**src/rtl/display_scanner_if.sv**
```systemverilog
// Bundles the display-scanner control, load handshake and digit-drive signals.
// The bench drives through the master modport; the scanner uses the slave modport.
interface display_scanner_if;
  logic        enable;
  logic        load;
  logic [15:0] data;
  logic        load_ready;
  logic [3:0]  number;
  logic [3:0]  digit_en;
  logic        blank;
  logic        frame_start;

  modport master (
    output enable, load, data,
    input  load_ready, number, digit_en, blank, frame_start
  );

  modport slave (
    input  enable, load, data,
    output load_ready, number, digit_en, blank, frame_start
  );
endinterface

```
**src/rtl/display_scanner.sv**
```systemverilog
// Four-digit multiplexed display scanner with a double-buffered frame register.
// Define DISPLAY_LZB_EN to add leading-zero blanking on digits 3..1.
module display_scanner #(
  parameter int unsigned SCAN_DIV = 50000
) (
  input  logic              clock,
  input  logic              reset_n,
  display_scanner_if.slave  bus
);

  localparam int unsigned   PW   = (SCAN_DIV > 1) ? $clog2(SCAN_DIV) : 1;
  localparam logic [PW-1:0] LAST = PW'(SCAN_DIV - 1);

  logic [PW-1:0] presc;
  logic [1:0]    idx;
  logic [15:0]   active;
  logic [15:0]   shadow;
  logic          pending;

  logic          tick;
  logic          wrap;
  logic          accept;
  logic          pending_next;

  logic [3:0]    number_q;
  logic [3:0]    digit_en_q;
  logic          frame_start_q;
  logic          load_ready_q;

  always_comb begin
    tick         = bus.enable && (presc == LAST);
    wrap         = tick && (idx == 2'd3);
    accept       = bus.load && load_ready_q;
    // accept is only possible with pending clear, so it never races the copy.
    pending_next = accept || (pending && !wrap);
  end

  // NOTE: every flop uses non-blocking assignment and the async active-low reset,
  // so all registers in this file update together on the same edge.
  always_ff @(posedge clock or negedge reset_n) begin
    if (!reset_n) begin
      presc <= '0;
      idx   <= '0;
    end else if (bus.enable) begin
      if (tick) begin
        presc <= '0;
        idx   <= idx + 2'd1;
      end else begin
        presc <= presc + 1'b1;
      end
    end
  end

  always_ff @(posedge clock or negedge reset_n) begin
    if (!reset_n) begin
      shadow  <= 16'h0000;
      active  <= 16'h0000;
      pending <= 1'b0;
    end else begin
      if (accept) begin
        shadow <= bus.data;
      end else if (wrap && pending) begin
        active <= shadow;
      end
      pending <= pending_next;
    end
  end

  // Outputs are registered from the current digit state, so each digit is
  // presented for exactly the SCAN_DIV edges during which idx holds it.
  always_ff @(posedge clock or negedge reset_n) begin
    if (!reset_n) begin
      number_q      <= 4'h0;
      digit_en_q    <= 4'b1111;
      frame_start_q <= 1'b0;
      load_ready_q  <= 1'b1;
    end else begin
      number_q      <= active[{idx, 2'b00} +: 4];
      digit_en_q    <= bus.enable ? ~(4'b0001 << idx) : 4'b1111;
      frame_start_q <= wrap;
      load_ready_q  <= !pending_next;
    end
  end

`ifdef DISPLAY_LZB_EN
  logic blank_q;

  // A digit is blank when it and every more significant nibble are zero.
  always_ff @(posedge clock or negedge reset_n) begin
    if (!reset_n) begin
      blank_q <= 1'b0;
    end else begin
      blank_q <= (idx != 2'd0) && ((active >> {idx, 2'b00}) == 16'h0000);
    end
  end

  assign bus.blank = blank_q;
`else
  assign bus.blank = 1'b0;
`endif

  assign bus.number      = number_q;
  assign bus.digit_en    = digit_en_q;
  assign bus.frame_start = frame_start_q;
  assign bus.load_ready  = load_ready_q;

endmodule
```
**src/flat_wrapper.sv**
```systemverilog
// flat-port wrapper written by rule: the top's interface ports become plain ports
module display_scanner_flat 
#(
  parameter int unsigned SCAN_DIV = 50000
)
  (clock, reset_n, bus_enable, bus_load, bus_data, bus_load_ready, bus_number, bus_digit_en, bus_blank, bus_frame_start);
  display_scanner_if bus_i ();
  input  logic clock;
  input  logic reset_n;
  input wire logic [$bits(bus_i.enable)-1:0] bus_enable;
  input wire logic [$bits(bus_i.load)-1:0] bus_load;
  input wire logic [$bits(bus_i.data)-1:0] bus_data;
  output wire logic [$bits(bus_i.load_ready)-1:0] bus_load_ready;
  output wire logic [$bits(bus_i.number)-1:0] bus_number;
  output wire logic [$bits(bus_i.digit_en)-1:0] bus_digit_en;
  output wire logic [$bits(bus_i.blank)-1:0] bus_blank;
  output wire logic [$bits(bus_i.frame_start)-1:0] bus_frame_start;
  assign bus_i.enable = bus_enable;
  assign bus_i.load = bus_load;
  assign bus_i.data = bus_data;
  assign bus_load_ready = bus_i.load_ready;
  assign bus_number = bus_i.number;
  assign bus_digit_en = bus_i.digit_en;
  assign bus_blank = bus_i.blank;
  assign bus_frame_start = bus_i.frame_start;
  display_scanner #(.SCAN_DIV(SCAN_DIV)) u_core (.clock(clock), .reset_n(reset_n), .bus(bus_i));
endmodule
```
**config.mk**
```make
export PLATFORM = sky130hd
export DESIGN_NAME = display_scanner_flat
export DESIGN_NICKNAME = d
export VERILOG_FILES = /design/src/rtl/display_scanner_if.sv /design/src/rtl/display_scanner.sv /design/src/flat_wrapper.sv
export SDC_FILE = /design/constraint.sdc
export NUM_CORES = 1
export LEC_CHECK = 0
export CAP_MARGIN = 20
export CORE_ASPECT_RATIO = 1.4
export CORE_MARGIN = 2
export CORE_UTILIZATION = 50
export CTS_CLUSTER_DIAMETER = 120
export DETAILED_ROUTE_END_ITERATION = 16
export PLACE_DENSITY = 0.83
export SLEW_MARGIN = 40
export SYNTH_ARGS = -nofsm -noshare
export SYNTH_HDL_FRONTEND = slang
export SYNTH_SLANG_ARGS = --single-unit
```
**constraint.sdc**
```tcl
create_clock -name clock -period 2.8 [get_ports clock]
set_input_delay 0.56 -clock clock [delete_from_list [all_inputs] [get_ports clock]]
set_output_delay 0.56 -clock clock [all_outputs]
set_load 0.02 [all_outputs]
```
==> results.ini, run 1 <==
[synthesis]
synth-seq-cells = 61
synth_warnings = 0
synth_ff_type = dfrtp_1
syn_inst = 180
async_flop_share_pct = 100
yosysTopAreaCell = dfrtp_1
yosysSeqAreaShare_pct = 58.8
synth.distinct_cells = 35
synth_edf_count = 0
syn-num-nets = 205
synth_top_cell_area_share_pct = 53.8
synth_top_cells_by_area = dfrtp_1 54%, mux2_2 9.9%, mux2_4 5.8%
synth_area_per_cell_um2 = 14.5
synth_area_mm2 = 0.00261

[die]
chipWidth_um = 65.0
core_area_mm2 = 0.00512
die-height_um = 89.4
pin_count = 31
start_util_pct = 50.9
dieArea_mm2 = 0.00581
rows = 31

[timing]
timing.hold.ws_ns = 0.256
setup_tns_ns = 0
fin_skew_ns = 0.00370
hold_viol_final = 0
fin_crit_sh_pct = 81.8
fmax_ghz = 0.437
setup_viol = 0
slew_headroom_pct = 55.2
post-route-min-period_ns = 2.29
rsz0062_at_grt = false
worst_pin_slew_ns = 0.671
drv_slew = 0
worst_slack_ns = 0.511

[global_route]
track_usage_pct = 17.7
overflow = 0
grt_pass1_wl_um = 7440
first_global_vias = 1615
grt_max_degree = 33
antenna_found_initial = 0

[clock_network]
root_buffer = clkbuf_8
holdBufCountCts = 0
post-cts-setup-buffer-count = 0
clockBufferDepth = 2
htreeDepth = 3
cts_num_sinks = 61
cts_tree = built
clk_latency_ns = 0.34
ctsResizeCount = 0
clk_pin_slew_ns = 0.06
numCtsBuffers = 9

[cells_and_area]
regArea_mm2 = 0.00153
area_delta_synth_final_pct = 22.9
final_cell_area_mm2 = 0.00320
multi_input_area_mm2 = 0.00102
final_cell_mix = 56 x dfrtp_1, 28 x clkdlybuf4s50_1, 23 x mux2_2
fill_cells = 409
fin_nets = 245
final_common_cell = dfrtp_1
drive_gt1_share_pct = 30.2
diodes = 0

[power_and_ir_drop]
ir_drop_v = 0.000453
power.density_mw_per_mm2 = 669
p_total_mw = 2.14
p_leak_nw = 1.51

[worst_setup_path]
rr_startpoint = u_core.presc[12]
cp-end-kind = flop
worstPathRequired_ns = 3.02
cpMaxStageDelayCell = or4b_4
cp-start-kind = flop
slowest_delay_ns = 0.58
crit_chain = or4b_4 > nor4_4 > nand4_4 > mux2_4
timing.reg2reg.setup_slack_ns = 0.51
worst-path-max-fanout = 16
criticalPathCategory = reg2reg
worstReg2RegEnd = u_core.active[3]
reg2reg_depth = 4
arrival_ns = 2.51

[placed_design]
io_buffers = 29
gp_congestion = 0.859
hpwlAfterDp_um = 2930
placed_area_mm2 = 0.00299
place_ws_ns = 0.173

[min_path]
hp-class = in2async

[status]
status = finished, final reports clean

[flow_run]
max-cap-violations = 0

[drt]
first_iter_violations = 74
routedWlPerCell_um = 14.5
drcViolationCount = 0
drt-pass1-iter-count = 4
drtAntennaViolNets = 0
routed_wl_um = 4230
viasPerCell = 5.32
num_vias = 1549

cells in the mapped netlist, types with 2 or more instances:
master / instances
nand3_1: 2
ha_1: 5
a21oi_1: 2
xnor2_1: 4
nand2_1: 14
or3_1: 3
nor4_4: 2
xor2_1: 7
dfstp_2: 5
mux2_4: 10
o21ai_0: 4
mux4_2: 4
and3_1: 2
clkbuf_1: 3
nand4_1: 4
or4bb_1: 2
a22o_1: 2
nor2_1: 7
dfrtp_1: 56
mux2_2: 23
inv_1: 5
cells by family after synthesis:
group | share of synthesized area [%]
flops | 58.8
simple gates | 11.2
mux | 19.5
xor+xnor | 3.70
compound gates | 2.35
buf+inv | 1.87
fa+ha+maj | 2.40
other cells | 0.144
through the flow:
step	cells	util [%]
after global routing	291	62.6
after CTS	291	62.6
after floorplan	180	-
after detailed placement	275	58.5
final	291	62.6
after global placement	275	58.5
report_power, final:
part | internal (mW) | switching [mW]
clock | 0.479 | 0.321
combinational | 0.143 | 0.0972
sequential | 1.00 | 0.0991
total | 1.63 | 0.517
registers in the layout, indices dropped and copies added (netlist names), 2 cells and up:
register             flops
u_core.idx               2
u_core.bus.digit_en      4
u_core.presc            16
u_core.shadow           16
u_core.active           16
u_core.bus.number        4
critical path: cells and delay by family, from the launching register on:
family / cells / cell delay (ns)
AND/OR/NAND/NOR: 3 / 1.33
flip-flops: 1 / 0.44
multiplexers: 1 / 0.41
worst max-delay path by stage:
stage	slack, ns	from	to
5_1_grt	0.40	u_core.presc[12]	u_core.active[3]
2_1_floorplan	0.74	u_core.presc[12]	u_core.active[0]
3_5_place_dp	0.17	bus_enable	u_core.active[3]
3_3_place_gp	0.22	bus_enable	u_core.active[3]
6_report	0.51	u_core.presc[12]	u_core.active[3]
4_1_cts	0.49	u_core.presc[12]	u_core.active[3]
layout make-up:
cell class,instances,area share [%]
Clock buffer,12,5.15
Sequential cell,61,47.8
Inverter,5,0.586
Clock inverter,4,1.41
Timing Repair Buffer,34,10.5
Multi-Input combinational cell,109,32.0
Tap cell,66,2.58
routing by layer:
metal	global-route usage (%)	part of all wire, %
met5	0	0
met1	20.8	42
met3	5.67	5.3
met2	27.7	49
met4	12.1	3.4
Power figures use the tool's default switching activity.
==> run 2, diff against run 1 <==
--- a/config.mk
+++ b/config.mk
@@ -8,10 +8,10 @@
 export CAP_MARGIN = 20
 export CORE_ASPECT_RATIO = 1.4
 export CORE_MARGIN = 2
-export CORE_UTILIZATION = 50
+export CORE_UTILIZATION = 49
 export CTS_CLUSTER_DIAMETER = 120
 export DETAILED_ROUTE_END_ITERATION = 16
-export PLACE_DENSITY = 0.83
+export PLACE_DENSITY = 0.84
 export SLEW_MARGIN = 40
 export SYNTH_ARGS = -nofsm -noshare
 export SYNTH_HDL_FRONTEND = slang
==> constraint.sdc (replaced) <==
create_clock -name clock -period 1.9 [get_ports clock]
set_input_delay 0.38 -clock clock [delete_from_list [all_inputs] [get_ports clock]]
set_output_delay 0.38 -clock clock [all_outputs]
set_load 0.02 [all_outputs]
==> run 2 against run 1 <==
  * The flow now finishes with violations (negative setup slack)
  * Core utilization increased by 3.4 points
  * Setup slack got worse by 0.58 ns
  * Register-to-register slack got worse by 0.58 ns
  * Sequential cell count unchanged
  * Non-clock buffer count increased by 26
  * Die area increased by 1.9%
  * Global-route usage increased by 0.87 points
  * First-iteration DRC count increased by 9.5%
  * Routed wire length increased by 11%
  * Combinational power increased by 94%
  * Sequential power increased by 45%
  * Critical endpoint is now u_core.active[1]
  * Highest routed layer unchanged
==> results.ini, run 2 (synthesized netlist as in run 1, its figures left out) <==
[status]
status = finished with violations
violations = negative setup slack

[clock_network]
clk_latency_ns = 0.34  ; about the same
root_buffer = clkbuf_8
numCtsBuffers = 9  ; unchanged
htreeDepth = 3  ; unchanged
cts_num_sinks = 61  ; unchanged
clockBufferDepth = 2  ; unchanged
clk_pin_slew_ns = 0.07  ; about the same
cts_tree = built

[min_path]
worst_hold_path.num_cells = 1
hold_end = u_core.active[15]
hp-class = reg2reg
holdCritStartpoint = u_core.shadow[15]

[cells_and_area]
final_common_cell = dfrtp_1
final_cell_mix = 56 x dfrtp_1, 28 x buf_4, 27 x clkdlybuf4s50_1
top_regs = u_core.active: 16 flops, u_core.presc: 16 flops, u_core.shadow: 16 flops
area_delta_synth_final_pct = 30.5
fin_nets = 271  ; +11%
multi_input_area_mm2 = 0.00104  ; +1.7%
regArea_mm2 = 0.00153  ; unchanged
drive_gt1_share_pct = 38.2  ; +8.0 points
fill_cells = 376  ; -8.1%
final_cell_area_mm2 = 0.00340  ; +6.2%
utilization_pct = 65.9  ; +3.4 points
diodes = 0  ; unchanged

[drt]
num_vias = 1621  ; +4.6%
drtAntennaViolNets = 0  ; unchanged
routedWlPerCell_um = 14.8  ; +2.1%
drt-pass1-iter-count = 4  ; unchanged
viasPerCell = 5.11  ; -3.9%
first_iter_violations = 81  ; +9.5%
drcViolationCount = 0  ; unchanged
routed_wl_um = 4700  ; +11%

[worst_setup_path]
worstPathRequired_ns = 2.12  ; -0.90 ns
cp-end-kind = flop
timing.reg2reg.setup_slack_ns = -0.07  ; -0.58 ns
rr_startpoint = u_core.presc[12]
worst-path-max-fanout = 16  ; unchanged
criticalPathCategory = reg2reg
cp-start-kind = flop
reg2reg_depth = 5  ; +1
arrival_ns = 2.19  ; -0.32 ns
worstReg2RegEnd = u_core.active[1]

[die]
core_area_mm2 = 0.00516  ; +0.76%
dieArea_mm2 = 0.00593  ; +1.9%
chipWidth_um = 65.6  ; +0.95%
pin_count = 31  ; unchanged
start_util_pct = 50.5  ; -0.38 points
die-height_um = 90.3  ; +0.97%
rows = 31  ; unchanged

[global_route]
antenna_found_initial = 0  ; unchanged
grt_pass1_wl_um = 8140  ; +9.5%
overflow = 0  ; unchanged
grt_max_degree = 27  ; -18%
first_global_vias = 1774  ; +9.8%
track_usage_pct = 18.5  ; +0.87 points

[placed_design]
io_buffers = 29  ; unchanged
placed_area_mm2 = 0.00319  ; +6.4%
gp_congestion = 0.887  ; +3.2%
hpwlAfterDp_um = 3370  ; +15%

[timing]
setup_viol = 16  ; +16
drv_slew = 0  ; unchanged
fin_crit_sh_pct = 104  ; +22 points
rsz0062_at_grt = true
fin_skew_ns = 0.00548  ; +0.00178 ns
slew_headroom_pct = 66.6  ; +11 points
hold_viol_final = 0  ; unchanged
post-route-min-period_ns = 1.97  ; -0.317 ns
fmax_ghz = 0.507  ; +16%
worst_slack_ns = -0.0722  ; -0.583 ns
setup_tns_ns = -0.933  ; -0.933 ns
worst_pin_slew_ns = 0.501  ; -0.171 ns

[power_and_ir_drop]
ir_drop_v = 0.000606  ; +34%
p_total_mw = 3.08  ; +44%
power.density_mw_per_mm2 = 905  ; +35%
p_leak_nw = 1.64  ; +8.7%

[flow_run]
max-cap-violations = 0  ; unchanged

==> run 2: final cells by class <==
cell class | count | share of cell area [%]
Timing Repair Buffer | 60 | 16.1
Sequential cell | 61 | 45.1
Clock buffer | 11 | 4.16
Tap cell | 66 | 2.43
Inverter | 5 | 0.552
Clock inverter | 5 | 1.07
Multi-Input combinational cell | 109 | 30.6
==> run 2: how the worst max path moves through the flow <==
stage,start,endpoint,slack (ns),depth (start not counted)
3_5_place_dp,bus_enable,u_core.active[15],-0.30,6
6_report,u_core.presc[12],u_core.active[1],-0.07,5
4_1_cts,u_core.presc[12],u_core.active[1],-0.09,5
2_1_floorplan,u_core.presc[13],u_core.active[0],-0.14,5
3_3_place_gp,bus_enable,u_core.active[0],-0.25,6
5_1_grt,u_core.presc[12],u_core.active[3],-0.15,5
==> run 2: metal layers <==
layer	track usage, %	up-vias	wire length (um)
li1	-	764	-
met1	22.4	809	1960
met2	29.3	36	2480
met3	6.11	12	169
met4	9.03	0	101
met5	0	-	0
==> run 2: power by group <==
group	internal (mW)	total, mW	switching, mW
logic	0.276	0.466	0.190
clock network	0.508	1.02	0.511
registers	1.48	1.59	0.116
total	2.26	3.08	0.818
==> run 2: repair_timing <==
| item | CTS | global route |
|---|---|---|
| gates resized for setup | 0 | 8 |
| hold buffers | 1 | 0 |
| pin swaps | 1 | 1 |
| buffers inserted | 0 | 1 |
| endpoints found under the setup margin | 18 | 22 |
| cloned | 0 | 0 |
| endpoints found under the hold margin | 3 | 0 |
==> run 2: critical path, cell delays in order (launching register included) <==
cell and delay [ns]:
dfrtp_1 0.39, or4b_4 0.55, nor4_4 0.30, nand4_4 0.13, buf_12 0.19, mux2_4 0.29
==> run 2: through the flow <==
step,worst slack (ns),hold WS (ns),cells
after global placement,-0.255,0.363,299
after CTS,-0.0890,0.506,316
after detailed placement,-0.304,0.372,299
after floorplan,-0.145,0.0844,180
final,-0.0722,0.503,317
after global routing,-0.153,0.511,317
==> run 3, diff against run 2 <==
--- a/config.mk
+++ b/config.mk
@@ -5,14 +5,15 @@
 export SDC_FILE = /design/constraint.sdc
 export NUM_CORES = 1
 export LEC_CHECK = 0
+export ABC_AREA = 1
 export CAP_MARGIN = 20
 export CORE_ASPECT_RATIO = 1.4
 export CORE_MARGIN = 2
-export CORE_UTILIZATION = 49
+export CORE_UTILIZATION = 50
 export CTS_CLUSTER_DIAMETER = 120
 export DETAILED_ROUTE_END_ITERATION = 16
-export PLACE_DENSITY = 0.84
-export SLEW_MARGIN = 40
+export PLACE_DENSITY = 0.85
+export SLEW_MARGIN = 0
 export SYNTH_ARGS = -nofsm -noshare
 export SYNTH_HDL_FRONTEND = slang
 export SYNTH_SLANG_ARGS = --single-unit
==> run 3 against run 2 <==
  * Power increased by 8.3%
  * Highest routed layer unchanged
  * The run now ends clean
  * Clock power increased by 6%
  * Worst hold slack worse by 0.46 ns
  * Sequential share of layout area shrank 0.099 points
  * Global-route usage increased by 0.70 points
  * Clock skew rose by 0.0026 ns
  * Largest power group unchanged
  * Final cell count is 40% higher
  * Critical path depth down 4
  * Setup slack improved by 0.13 ns
==> results.ini, run 3 <==
[status]
status = finished, final reports clean

[synthesis]
synth_edf_count = 0  ; unchanged
synth_top_cells_by_count = 115 x nand2_1, 56 x dfrtp_1, 28 x nor2_1, 23 x inv_1, 19 x nand4_1
async_flop_share_pct = 100  ; unchanged
yosysTopAreaCell = dfrtp_1
synth_area_mm2 = 0.00284  ; +9.1%
synth_top_cells_by_area = dfrtp_1 49%, nand2_1 15%, dfstp_2 4.6%
synth.distinct_cells = 31  ; -11%
syn_inst = 332  ; +84%
synth_area_per_cell_um2 = 8.57  ; -41%
syn-num-nets = 357  ; +74%
synth_warnings = 0  ; unchanged
yosysMostFrequentCell = nand2_1
synth_top_cell_area_share_pct = 49.3  ; -4.5 points
synth-seq-cells = 61  ; unchanged
synth_ff_type = dfrtp_1
yosysSeqAreaShare_pct = 53.9  ; -4.9 points

[clock_network]
clockBufferDepth = 2  ; unchanged
numCtsBuffers = 9  ; unchanged
htreeDepth = 3  ; unchanged
clk_latency_ns = 0.33  ; about the same
clk_pin_slew_ns = 0.07  ; about the same
holdBufCountCts = 0  ; -1
cts_tree = built
root_buffer = clkbuf_8
ctsResizeCount = 0  ; unchanged
cts_num_sinks = 61  ; unchanged
post-cts-setup-buffer-count = 0  ; unchanged

[timing]
hold_viol_final = 0  ; unchanged
setup_tns_ns = 0  ; +0.933 ns
fmax_ghz = 0.543  ; +7.0%
worst_slack_ns = 0.0577  ; +0.130 ns
drv_slew = 0  ; unchanged
fin_skew_ns = 0.00807  ; +0.00259 ns
setup_viol = 0  ; -16
fin_crit_sh_pct = 97.0  ; -6.8 points
timing.hold.ws_ns = 0.0410  ; -0.462 ns
rsz0062_at_grt = false
post-route-min-period_ns = 1.84  ; -0.130 ns

[placed_design]
io_buffers = 29  ; unchanged
gp_congestion = 0.915  ; +3.1%
hpwlAfterDp_um = 3780  ; +12%
place_ws_ns = 0.0887  ; +0.392 ns
placedCellCount = 427  ; +43%

[worst_setup_path]
slowest_delay_ns = 0.60  ; +0.05 ns
cp-start-kind = flop
reg2reg_depth = 10  ; +5
worst-path-max-fanout = 2  ; -14
criticalPathCategory = reg2out
cpMaxStageDelayCell = clkdlybuf4s50_1
cpLargestDelayFamily = buffers and inverters
crit_chain = clkdlybuf4s50_1
cp-end-kind = primary output
path_depth = 1  ; -4
worstPathBufferInverterCount = 1  ; unchanged
worstPathRequired_ns = 1.52  ; -0.60 ns
arrival_ns = 1.46  ; -0.73 ns

[drt]
routedWlPerCell_um = 12.1  ; -18%
drtAntennaViolNets = 0  ; unchanged
viasPerCell = 5.03  ; -1.6%
first_iter_violations = 125  ; +54%
routed_wl_um = 5370  ; +14%
num_vias = 2228  ; +37%
drcViolationCount = 0  ; unchanged
drt-pass1-iter-count = 5  ; +1

[global_route]
antenna_found_initial = 0  ; unchanged
overflow = 0  ; unchanged
grt_pass1_wl_um = 9130  ; +12%
grt_max_degree = 62  ; +130%
first_global_vias = 2172  ; +22%
track_usage_pct = 19.2  ; +0.70 points

[min_path]
hp-class = in2async

[cells_and_area]
drive_gt1_share_pct = 13.3  ; -25 points
regArea_mm2 = 0.00153  ; unchanged
fin_cells = 443  ; +40%
fill_cells = 458  ; +22%
fin_nets = 395  ; +46%
multi_input_area_mm2 = 0.00111  ; +6.5%
area_delta_synth_final_pct = 19.9
final_cell_mix = 115 x nand2_1, 56 x dfrtp_1, 28 x nor2_1, 28 x clkdlybuf4s50_1, 23 x inv_1
diodes = 0  ; unchanged
final_common_cell = nand2_1
top_regs = u_core.active: 16 flops, u_core.presc: 16 flops, u_core.shadow: 16 flops

[power_and_ir_drop]
ir_drop_v = 0.000808  ; +33%
p_leak_nw = 1.80  ; +10%
power.density_mw_per_mm2 = 978  ; +8.1%
p_total_mw = 3.33  ; +8.3%

[die]
dieArea_mm2 = 0.00632  ; +6.6%
rows = 32  ; +3.2%
core_area_mm2 = 0.00549  ; +6.3%
chipWidth_um = 67.7  ; +3.2%
pin_count = 31  ; unchanged
die-height_um = 93.2  ; +3.3%
start_util_pct = 51.8  ; +1.3 points

[flow_run]
max-cap-violations = 0  ; unchanged

run 3: changes by cell type in the layout (fill, tap and decap cells not counted), moves of 7 or more:
cell	before	now
buf_4	28	7
inv_1	5	23
inv_2	0	8
mux2_2	22	0
mux2_4	11	0
nand2_1	13	115
nand3_1	2	9
nand4_1	4	19
nor2_1	6	28
nor3_1	1	8
o21ai_0	3	13
run 3: through the flow:
stage / util [%] / instance area (um2)
3_3_place_gp: 58.8 / 3230
4_1_cts: 62.2 / 3410
6_report: 62.2 / 3410
3_5_place_dp: 58.8 / 3230
5_1_grt: 62.2 / 3410
2_1_floorplan: - / 2840
run 3: metal layers:
metal | track usage, % | wire length, um | up-vias
met5 | 0 | 0 | -
met4 | 9.86 | 127 | 0
met1 | 21.6 | 2190 | 1034
met3 | 4.69 | 209 | 10
met2 | 32.8 | 2850 | 54
li1 | - | - | 1130
run 3: worst register-to-register path: cells and delay by family (launching register included):
| kind | cells | cell delay [ns] |
|---|---|---|
| AND/OR/NAND/NOR | 6 | 0.65 |
| flip-flops | 1 | 0.39 |
| buffers and inverters | 3 | 0.31 |
| adder cells (fa/ha/maj) | 1 | 0.20 |
run 3: cell type report:
| class | count | area share (%) |
|---|---|---|
| tap | 68 | 2.50 |
| timing repair buffer | 38 | 11.1 |
| clock buffer | 12 | 3.96 |
| sequential | 61 | 45.0 |
| clock inverter | 4 | 1.43 |
| inverter | 32 | 3.52 |
| multi-input combinational | 228 | 32.6 |
run 3: path summary, 6_finish.rpt:
| kind | startpoint | to | slack [ns] |
|---|---|---|---|
| max reg2reg | u_core.presc[1] | u_core.active[14] | 0.29 |
| max in group asynchronous | reset_n | u_core.bus.digit_en[0] | 1.55 |
| max | u_core.bus.load_ready | bus_load_ready | 0.06 |
| min | reset_n | u_core.presc[8] | 0.04 |
| min reg2reg | u_core.active[7] | u_core.active[7] | 0.47 |
| min in group clock | u_core.active[7] | u_core.active[7] | 0.47 |
run 3: logic make-up (layout without fill, tap and decap cells):
| family | after synthesis | after routing | synth area share [%] |
|---|---|---|---|
| AO/OA/AOI/OAI | 25 | 25 | 4.66 |
| buffers and inverters | 43 | 86 | 7.08 |
| adder cells (fa/ha/maj) | 5 | 5 | 2.20 |
| AND/OR/NAND/NOR | 193 | 193 | 30.8 |
| other | 1 | 1 | 0.132 |
| flip-flops | 61 | 61 | 53.9 |
| XOR/XNOR | 4 | 4 | 1.23 |
run 3: power by group:
| part | internal, mW | switching [mW] | leakage [nW] |
|---|---|---|---|
| registers | 1.51 | 0.178 | 0.752 |
| logic | 0.227 | 0.346 | 0.956 |
| clock network | 0.605 | 0.470 | 0.0943 |
| total | 2.34 | 0.994 | 1.80 |
